===== src/rtl/load_store_unit_if.sv =====
// Request/response bus between the CPU datapath and the load/store unit.
// The master side issues requests and the slave side (the unit) answers them.
interface load_store_unit_if #(
    parameter int ADDR_W = 24,
    parameter int DATA_W = 32
);
    logic              reqValid;
    logic              reqReady;
    logic              reqWrite;
    logic [1:0]        reqSize;
    logic              reqSigned;
    logic [ADDR_W-1:0] reqAddr;
    logic [DATA_W-1:0] reqData;
    logic              respValid;
    logic              respError;
    logic [DATA_W-1:0] respData;

    modport master (
        output reqValid, reqWrite, reqSize, reqSigned, reqAddr, reqData,
        input  reqReady, respValid, respError, respData
    );

    modport slave (
        input  reqValid, reqWrite, reqSize, reqSigned, reqAddr, reqData,
        output reqReady, respValid, respError, respData
    );
endinterface


===== src/rtl/load_store_unit.sv =====
// Memory-access stage: one request at a time, byte/half/word loads with extension,
// sub-word stores done as read-modify-write against a combinational-read dataMem.
module load_store_unit #(
    parameter int ADDR_W = 24,
    parameter int DATA_W = 32
) (
    input  logic                clk,
    input  logic                reset,
    load_store_unit_if.slave    bus,
    output logic [ADDR_W-3:0]   memAddress,
    output logic [DATA_W-1:0]   memDataOut,
    output logic                memWriteEnable,
    input  logic [DATA_W-1:0]   memDataIn
);
    typedef enum logic [2:0] {IDLE, LOAD, RMW_RD, WRITE, DONE} lsuState;

    lsuState           stateReg, stateNext;
    logic [1:0]        sizeReg, sizeNext;
    logic              signedReg, signedNext;
    logic [1:0]        laneReg, laneNext;
    logic [DATA_W-1:0] storeDataReg, storeDataNext;
    logic [ADDR_W-3:0] memAddressNext;
    logic [DATA_W-1:0] memDataOutNext;
    logic              memWriteEnableNext;
    logic              respValidReg, respValidNext;
    logic              respErrorReg, respErrorNext;
    logic [DATA_W-1:0] respDataReg, respDataNext;

    logic              reqError;
    logic [4:0]        laneShift;
    logic [DATA_W-1:0] laneWord;
    logic [DATA_W-1:0] laneMask;
    logic [DATA_W-1:0] mergedWord;
    logic [DATA_W-1:0] loadResult;

    assign bus.reqReady  = (stateReg == IDLE);
    assign bus.respValid = respValidReg;
    assign bus.respError = respErrorReg;
    assign bus.respData  = respDataReg;

    assign reqError = (bus.reqSize == 2'd3)
                    | ((bus.reqSize == 2'd1) & bus.reqAddr[0])
                    | ((bus.reqSize == 2'd2) & (|bus.reqAddr[1:0]));

    // Lane arithmetic uses the captured request, memDataIn is the word at memAddress.
    assign laneShift  = {laneReg, 3'b000};
    assign laneWord   = memDataIn >> laneShift;
    assign laneMask   = ((sizeReg == 2'd0) ? {{(DATA_W-8){1'b0}}, 8'hFF}
                                           : {{(DATA_W-16){1'b0}}, 16'hFFFF}) << laneShift;
    assign mergedWord = (memDataIn & ~laneMask) | ((storeDataReg << laneShift) & laneMask);

    always_comb begin
        loadResult = laneWord;
        case (sizeReg)
            2'd0:    loadResult = {{(DATA_W-8){signedReg & laneWord[7]}}, laneWord[7:0]};
            2'd1:    loadResult = {{(DATA_W-16){signedReg & laneWord[15]}}, laneWord[15:0]};
            default: loadResult = laneWord;
        endcase
    end

    always_comb begin
        stateNext          = stateReg;
        sizeNext           = sizeReg;
        signedNext         = signedReg;
        laneNext           = laneReg;
        storeDataNext      = storeDataReg;
        memAddressNext     = memAddress;
        memDataOutNext     = memDataOut;
        memWriteEnableNext = memWriteEnable;
        respValidNext      = 1'b0;
        respErrorNext      = 1'b0;
        respDataNext       = '0;
        case (stateReg)
            IDLE: begin
                if (bus.reqValid) begin
                    sizeNext      = bus.reqSize;
                    signedNext    = bus.reqSigned;
                    laneNext      = bus.reqAddr[1:0];
                    storeDataNext = bus.reqData;
                    if (reqError) begin
                        // Rejected requests never touch the memory side.
                        respValidNext = 1'b1;
                        respErrorNext = 1'b1;
                        stateNext     = DONE;
                    end else begin
                        memAddressNext = bus.reqAddr[ADDR_W-1:2];
                        if (!bus.reqWrite) begin
                            memWriteEnableNext = 1'b0;
                            stateNext          = LOAD;
                        end else if (bus.reqSize == 2'd2) begin
                            memDataOutNext     = bus.reqData;
                            memWriteEnableNext = 1'b1;
                            stateNext          = WRITE;
                        end else begin
                            memWriteEnableNext = 1'b0;
                            stateNext          = RMW_RD;
                        end
                    end
                end
            end
            LOAD: begin
                respDataNext  = loadResult;
                respValidNext = 1'b1;
                stateNext     = DONE;
            end
            RMW_RD: begin
                memDataOutNext     = mergedWord;
                memWriteEnableNext = 1'b1;
                stateNext          = WRITE;
            end
            WRITE: begin
                memWriteEnableNext = 1'b0;
                respValidNext      = 1'b1;
                stateNext          = DONE;
            end
            DONE: begin
                stateNext = IDLE;
            end
            default: begin
                stateNext = IDLE;
            end
        endcase
    end

    always_ff @(posedge clk) begin
        if (!reset) begin
            stateReg       <= IDLE;
            sizeReg        <= 2'd0;
            signedReg      <= 1'b0;
            laneReg        <= 2'd0;
            storeDataReg   <= '0;
            memAddress     <= '0;
            memDataOut     <= '0;
            memWriteEnable <= 1'b0;
            respValidReg   <= 1'b0;
            respErrorReg   <= 1'b0;
            respDataReg    <= '0;
        end else begin
            stateReg       <= stateNext;
            sizeReg        <= sizeNext;
            signedReg      <= signedNext;
            laneReg        <= laneNext;
            storeDataReg   <= storeDataNext;
            memAddress     <= memAddressNext;
            memDataOut     <= memDataOutNext;
            memWriteEnable <= memWriteEnableNext;
            respValidReg   <= respValidNext;
            respErrorReg   <= respErrorNext;
            respDataReg    <= respDataNext;
        end
    end
endmodule


===== src/flat_wrapper.sv =====
// flat-port wrapper written by rule: the top's interface ports become plain ports
module load_store_unit_flat 
#(
    parameter int ADDR_W = 24,
    parameter int DATA_W = 32
)
  (clk, reset, memAddress, memDataOut, memWriteEnable, memDataIn, bus_reqValid, bus_reqWrite, bus_reqSize, bus_reqSigned, bus_reqAddr, bus_reqData, bus_reqReady, bus_respValid, bus_respError, bus_respData);
  load_store_unit_if #(.ADDR_W(ADDR_W), .DATA_W(DATA_W)) bus_i ();
  input  logic clk;
  input  logic reset;
  output logic [ADDR_W-3:0] memAddress;
  output logic [DATA_W-1:0] memDataOut;
  output logic memWriteEnable;
  input  logic [DATA_W-1:0] memDataIn;
  input wire logic [$bits(bus_i.reqValid)-1:0] bus_reqValid;
  input wire logic [$bits(bus_i.reqWrite)-1:0] bus_reqWrite;
  input wire logic [$bits(bus_i.reqSize)-1:0] bus_reqSize;
  input wire logic [$bits(bus_i.reqSigned)-1:0] bus_reqSigned;
  input wire logic [$bits(bus_i.reqAddr)-1:0] bus_reqAddr;
  input wire logic [$bits(bus_i.reqData)-1:0] bus_reqData;
  output wire logic [$bits(bus_i.reqReady)-1:0] bus_reqReady;
  output wire logic [$bits(bus_i.respValid)-1:0] bus_respValid;
  output wire logic [$bits(bus_i.respError)-1:0] bus_respError;
  output wire logic [$bits(bus_i.respData)-1:0] bus_respData;
  assign bus_i.reqValid = bus_reqValid;
  assign bus_i.reqWrite = bus_reqWrite;
  assign bus_i.reqSize = bus_reqSize;
  assign bus_i.reqSigned = bus_reqSigned;
  assign bus_i.reqAddr = bus_reqAddr;
  assign bus_i.reqData = bus_reqData;
  assign bus_reqReady = bus_i.reqReady;
  assign bus_respValid = bus_i.respValid;
  assign bus_respError = bus_i.respError;
  assign bus_respData = bus_i.respData;
  load_store_unit #(.ADDR_W(ADDR_W), .DATA_W(DATA_W)) u_core (.clk(clk), .reset(reset), .bus(bus_i), .memAddress(memAddress), .memDataOut(memDataOut), .memWriteEnable(memWriteEnable), .memDataIn(memDataIn));
endmodule

===== config.mk =====
export PLATFORM = sky130hd
export DESIGN_NAME = load_store_unit_flat
export DESIGN_NICKNAME = d
export VERILOG_FILES = /design/src/rtl/load_store_unit_if.sv /design/src/rtl/load_store_unit.sv /design/src/flat_wrapper.sv
export SDC_FILE = /design/constraint.sdc
export NUM_CORES = 1
export LEC_CHECK = 0
export BUFFER_PORTS_ARGS = -buffer_cell sky130_fd_sc_hd__buf_4
export CORE_MARGIN = 2
export CORE_UTILIZATION = 50
export DETAILED_ROUTE_END_ITERATION = 6
export PLACE_DENSITY = 0.78
export RECOVER_POWER = 100
export SYNTH_ARGS = -nofsm -noshare
export SYNTH_HDL_FRONTEND = slang
export SYNTH_SLANG_ARGS = --single-unit

===== constraint.sdc =====
create_clock -name clk -period 3.9 [get_ports clk]
set_input_delay 0.195 -clock clk [delete_from_list [all_inputs] [get_ports clk]]
set_output_delay 0.195 -clock clk [all_outputs]
set_load 0.01 [all_outputs]

==> run_results.csv <==
group,metric,value,unit
sta,period_share,74.69,%
die,rows,38,
clock_tree,cts_max_path_buffers,2,
sta,maxSlewViolCount,0,
status,status,"complete, no violations",
sta,finalSetupViolations,0,
critical_path,crit_path_end_kind,"flip-flop",
synth,synthesis.area,0.005465,mm²
critical_path,cp.required,4370,ps
sta,fin_hold_ws,13.34,ps
placement,place_inst,922,
die,chipHeight,108.6,µm
finish,fillCellCount,892,
global_route,grt_pass1_vias,5697,
global_route,antenna_found_initial,0,
critical_path,crit_type,"reg -> reg",
finish,syn_to_final_growth,40.29,%
pwr,p_int,0.002363,W
synth,avgSynthCellArea,8.421,µm²
drt,drt_iter0_drc,417,
pwr,p_seq_share,39.2,%
clock_tree,cts_setup_buffers,0,
placement,hpwl,12.25,mm
synth,yosys_warnings,0,
sta,hold_violations,0,
clock_tree,insertion_delay,540,ps
drt,first_pass_iters,5,
finish,nNetsFinal,966,
synth,synth.distinct_cells,51,
drt,drc,0,
synth,yosys-top-cells-area,"dfxtp_1 41%, nand2_1 7.3%, a21oi_1 7.2%, nor4_2 6.0%, nor3_1 3.8%",
drt,viasPerCell,5.727,
die,die_x,108.6,µm
synth,synth_top_area_share,41.39,%
sta,period_needed,2913,ps
clock_tree,cts_root_buf,"clkbuf_8",
global_route,grt_overflow,0,
synth,ys_async_sr_fraction,0,%
finish,design_area,0.007667,mm²
clock_tree,cts_tree,"yes",
clock_tree,cts_htree_levels,4,
global_route,track_usage,32.59,%
critical_path,path_max_fanout,33,
pwr,p_per_area,429.3,mW/mm²
critical_path,cp.arrival,3390,ps
sta,relSlewSlack,8.746,%
pwr,switching_share,28.23,%
placement,place_area,0.006803,mm²
die,dieArea,0.01178,mm²
die,start_util,50.86,%
flow_run,drv_cap,0,
finish,multi_input_area,0.002869,mm²
die,core,0.01075,mm²
global_route,grt_max_degree,77,
synth,synth_ff_type,"dfxtp_1",
drt,drt-total-wl,19.18,mm
finish,diodes,0,
sta,fmax,0.3433,GHz
synth,ys_seq_area_share,41.39,%
synth,synth_top_area_cell,"dfxtp_1",
sta,tns,0,ps
drt,ant_nets,0,
synth,synth_edf_count,0,
clock_tree,cts_resized,0,
critical_path,worst_setup_path_start_kind,"flip-flop",
min_path,min_path_type,"in -> reg",
drt,wl_per_cell,18.73,µm
placement,gp_congestion,0.8711,
critical_path,rrSetupSlack,990,ps
pwr,peakVddDrop,297.7,µV
placement,port_buffers,184,
synth,synth_nets,744,
pwr,leakage,2.890,nW
clock_tree,cts_made_buffers,17,
drt,routed-via-count,5864,
synth,synthCells,649,
sta,rsz0062_at_grt,"no",
pwr,clkPwrFrac,43.5,%
finish,layout-drive-gt1-share,20.25,%
pwr,pwr-share-comb,17.2,%
finish,register_area,0.002263,mm²
global_route,grt_first_pass_wirelength,29.44,mm
synth,ys_seq_elements,113,
clock_tree,holdBufCountCts,70,
sta,max_slew.worst_pin.slew,1369,ps
finish,instances_no_fill,1024,
sta,skew,9.048,ps
clock_tree,clkSinkCount,113,
die,ios,185,
clock_tree,path_clk_slew,60,ps
pwr,p_switching,0.0009292,W
-- synth_stat cells (6+ instances only) --
cell / number
a211oi_1: 15
a211oi_2: 9
a21oi_1: 79
a31oi_1: 6
and2_1: 13
buf_2: 24
clkbuf_1: 26
dfxtp_1: 113
inv_1: 6
mux2_1: 6
mux2_2: 11
mux2i_1: 19
nand2_1: 106
nor2_1: 50
nor2b_1: 12
nor3_1: 41
nor4_2: 26
o21a_1: 16
o21ai_0: 16
o22ai_1: 6
-- cells in the final DEF (no fill, tap or decap), types with 19 or more instances in the layout --
cell type	Yosys	final
nor4_2	26	22
dfxtp_1	113	112
a21oi_1	79	80
nor2_1	50	50
mux2i_1	19	19
dlygate4sd3_1	0	70
buf_4	4	99
nand2_1	106	106
clkbuf_1	26	94
nor3_1	41	41
-- through the flow --
step | util, % | worst slack, ps | total power, W
2_1_floorplan | - | 2280 | 0.001612
3_3_place_gp | 63.31 | 1493 | 0.001829
3_5_place_dp | 63.31 | 1453 | 0.001843
4_1_cts | 74.93 | 1068 | 0.003316
5_1_grt | 71.36 | 734.6 | 0.003401
6_report | 71.36 | 987.0 | 0.003292
-- per-layer routing --
layer	up-vias	wire length, µm	GRT usage [%]
li1	2731	-	-
met5	-	0	0
met3	52	1870	9.102
met1	2715	7518	39.18
met4	0	679	16.21
met2	366	9113	53.35
-- power by group through the flow --
| stage | sequential [W] | clock (W) | combinational, W |
|---|---|---|---|
| 2_1_floorplan | 0.00129 | 0 | 0.000318 |
| 3_3_place_gp | 0.00131 | 0 | 0.000521 |
| 3_5_place_dp | 0.00131 | 0 | 0.000532 |
| 4_1_cts | 0.00129 | 0.00143 | 0.000593 |
| 5_1_grt | 0.00130 | 0.00149 | 0.000611 |
| 6_report | 0.00129 | 0.00143 | 0.000568 |
-- layout make-up --
type                       instances  share of cell area [%]
sequential                       113                   29.52
clock inverter                    10                   1.110
multi-input combinational        472                   37.42
inverter                           6                  0.2937
tap                              140                   2.285
clock buffer                      22                   6.038
timing repair buffer             261                   23.34
-- sequential cells by signal, summed over array words and instances, names as in the netlist --
signal	cells
u_core.bus.respData	32
u_core.memDataOut	32
u_core.memAddress	22
u_core.storeDataReg	16
u_core.stateReg	3
u_core.laneReg	2
u_core.sizeReg	2
u_core.bus.respError	1
u_core.bus.respValid	1
u_core.memWriteEnable	1
u_core.signedReg	1
-- path summary, 6_finish.rpt --
check	start	end	depth (start not counted)
min reg2reg	u_core.memAddress[2]	u_core.memAddress[2]	2
min	bus_reqValid	u_core.stateReg[0]	3
max	u_core.stateReg[2]	u_core.memDataOut[16]	5
max reg2reg	u_core.stateReg[2]	u_core.memDataOut[16]	5
-- critical path: stages (launching register included) --
cell and delay (ps):
dfxtp_1 420, nor4b_4 410, o2111a_1 1160, o31ai_1 120, a21oi_1 160, dlygate4sd3_1 560
-- cells by family (layout without fill, tap and decap cells) --
group,count (synthesis),count (layout),share of synthesized area [%]
AOI/OAI and AO/OA,167,167,19.69
buffers and inverters,64,299,5.632
DFF,113,113,41.39
muxes,36,36,6.982
and+or+nand+nor,269,269,26.30
Power figures use the tool's default switching activity.
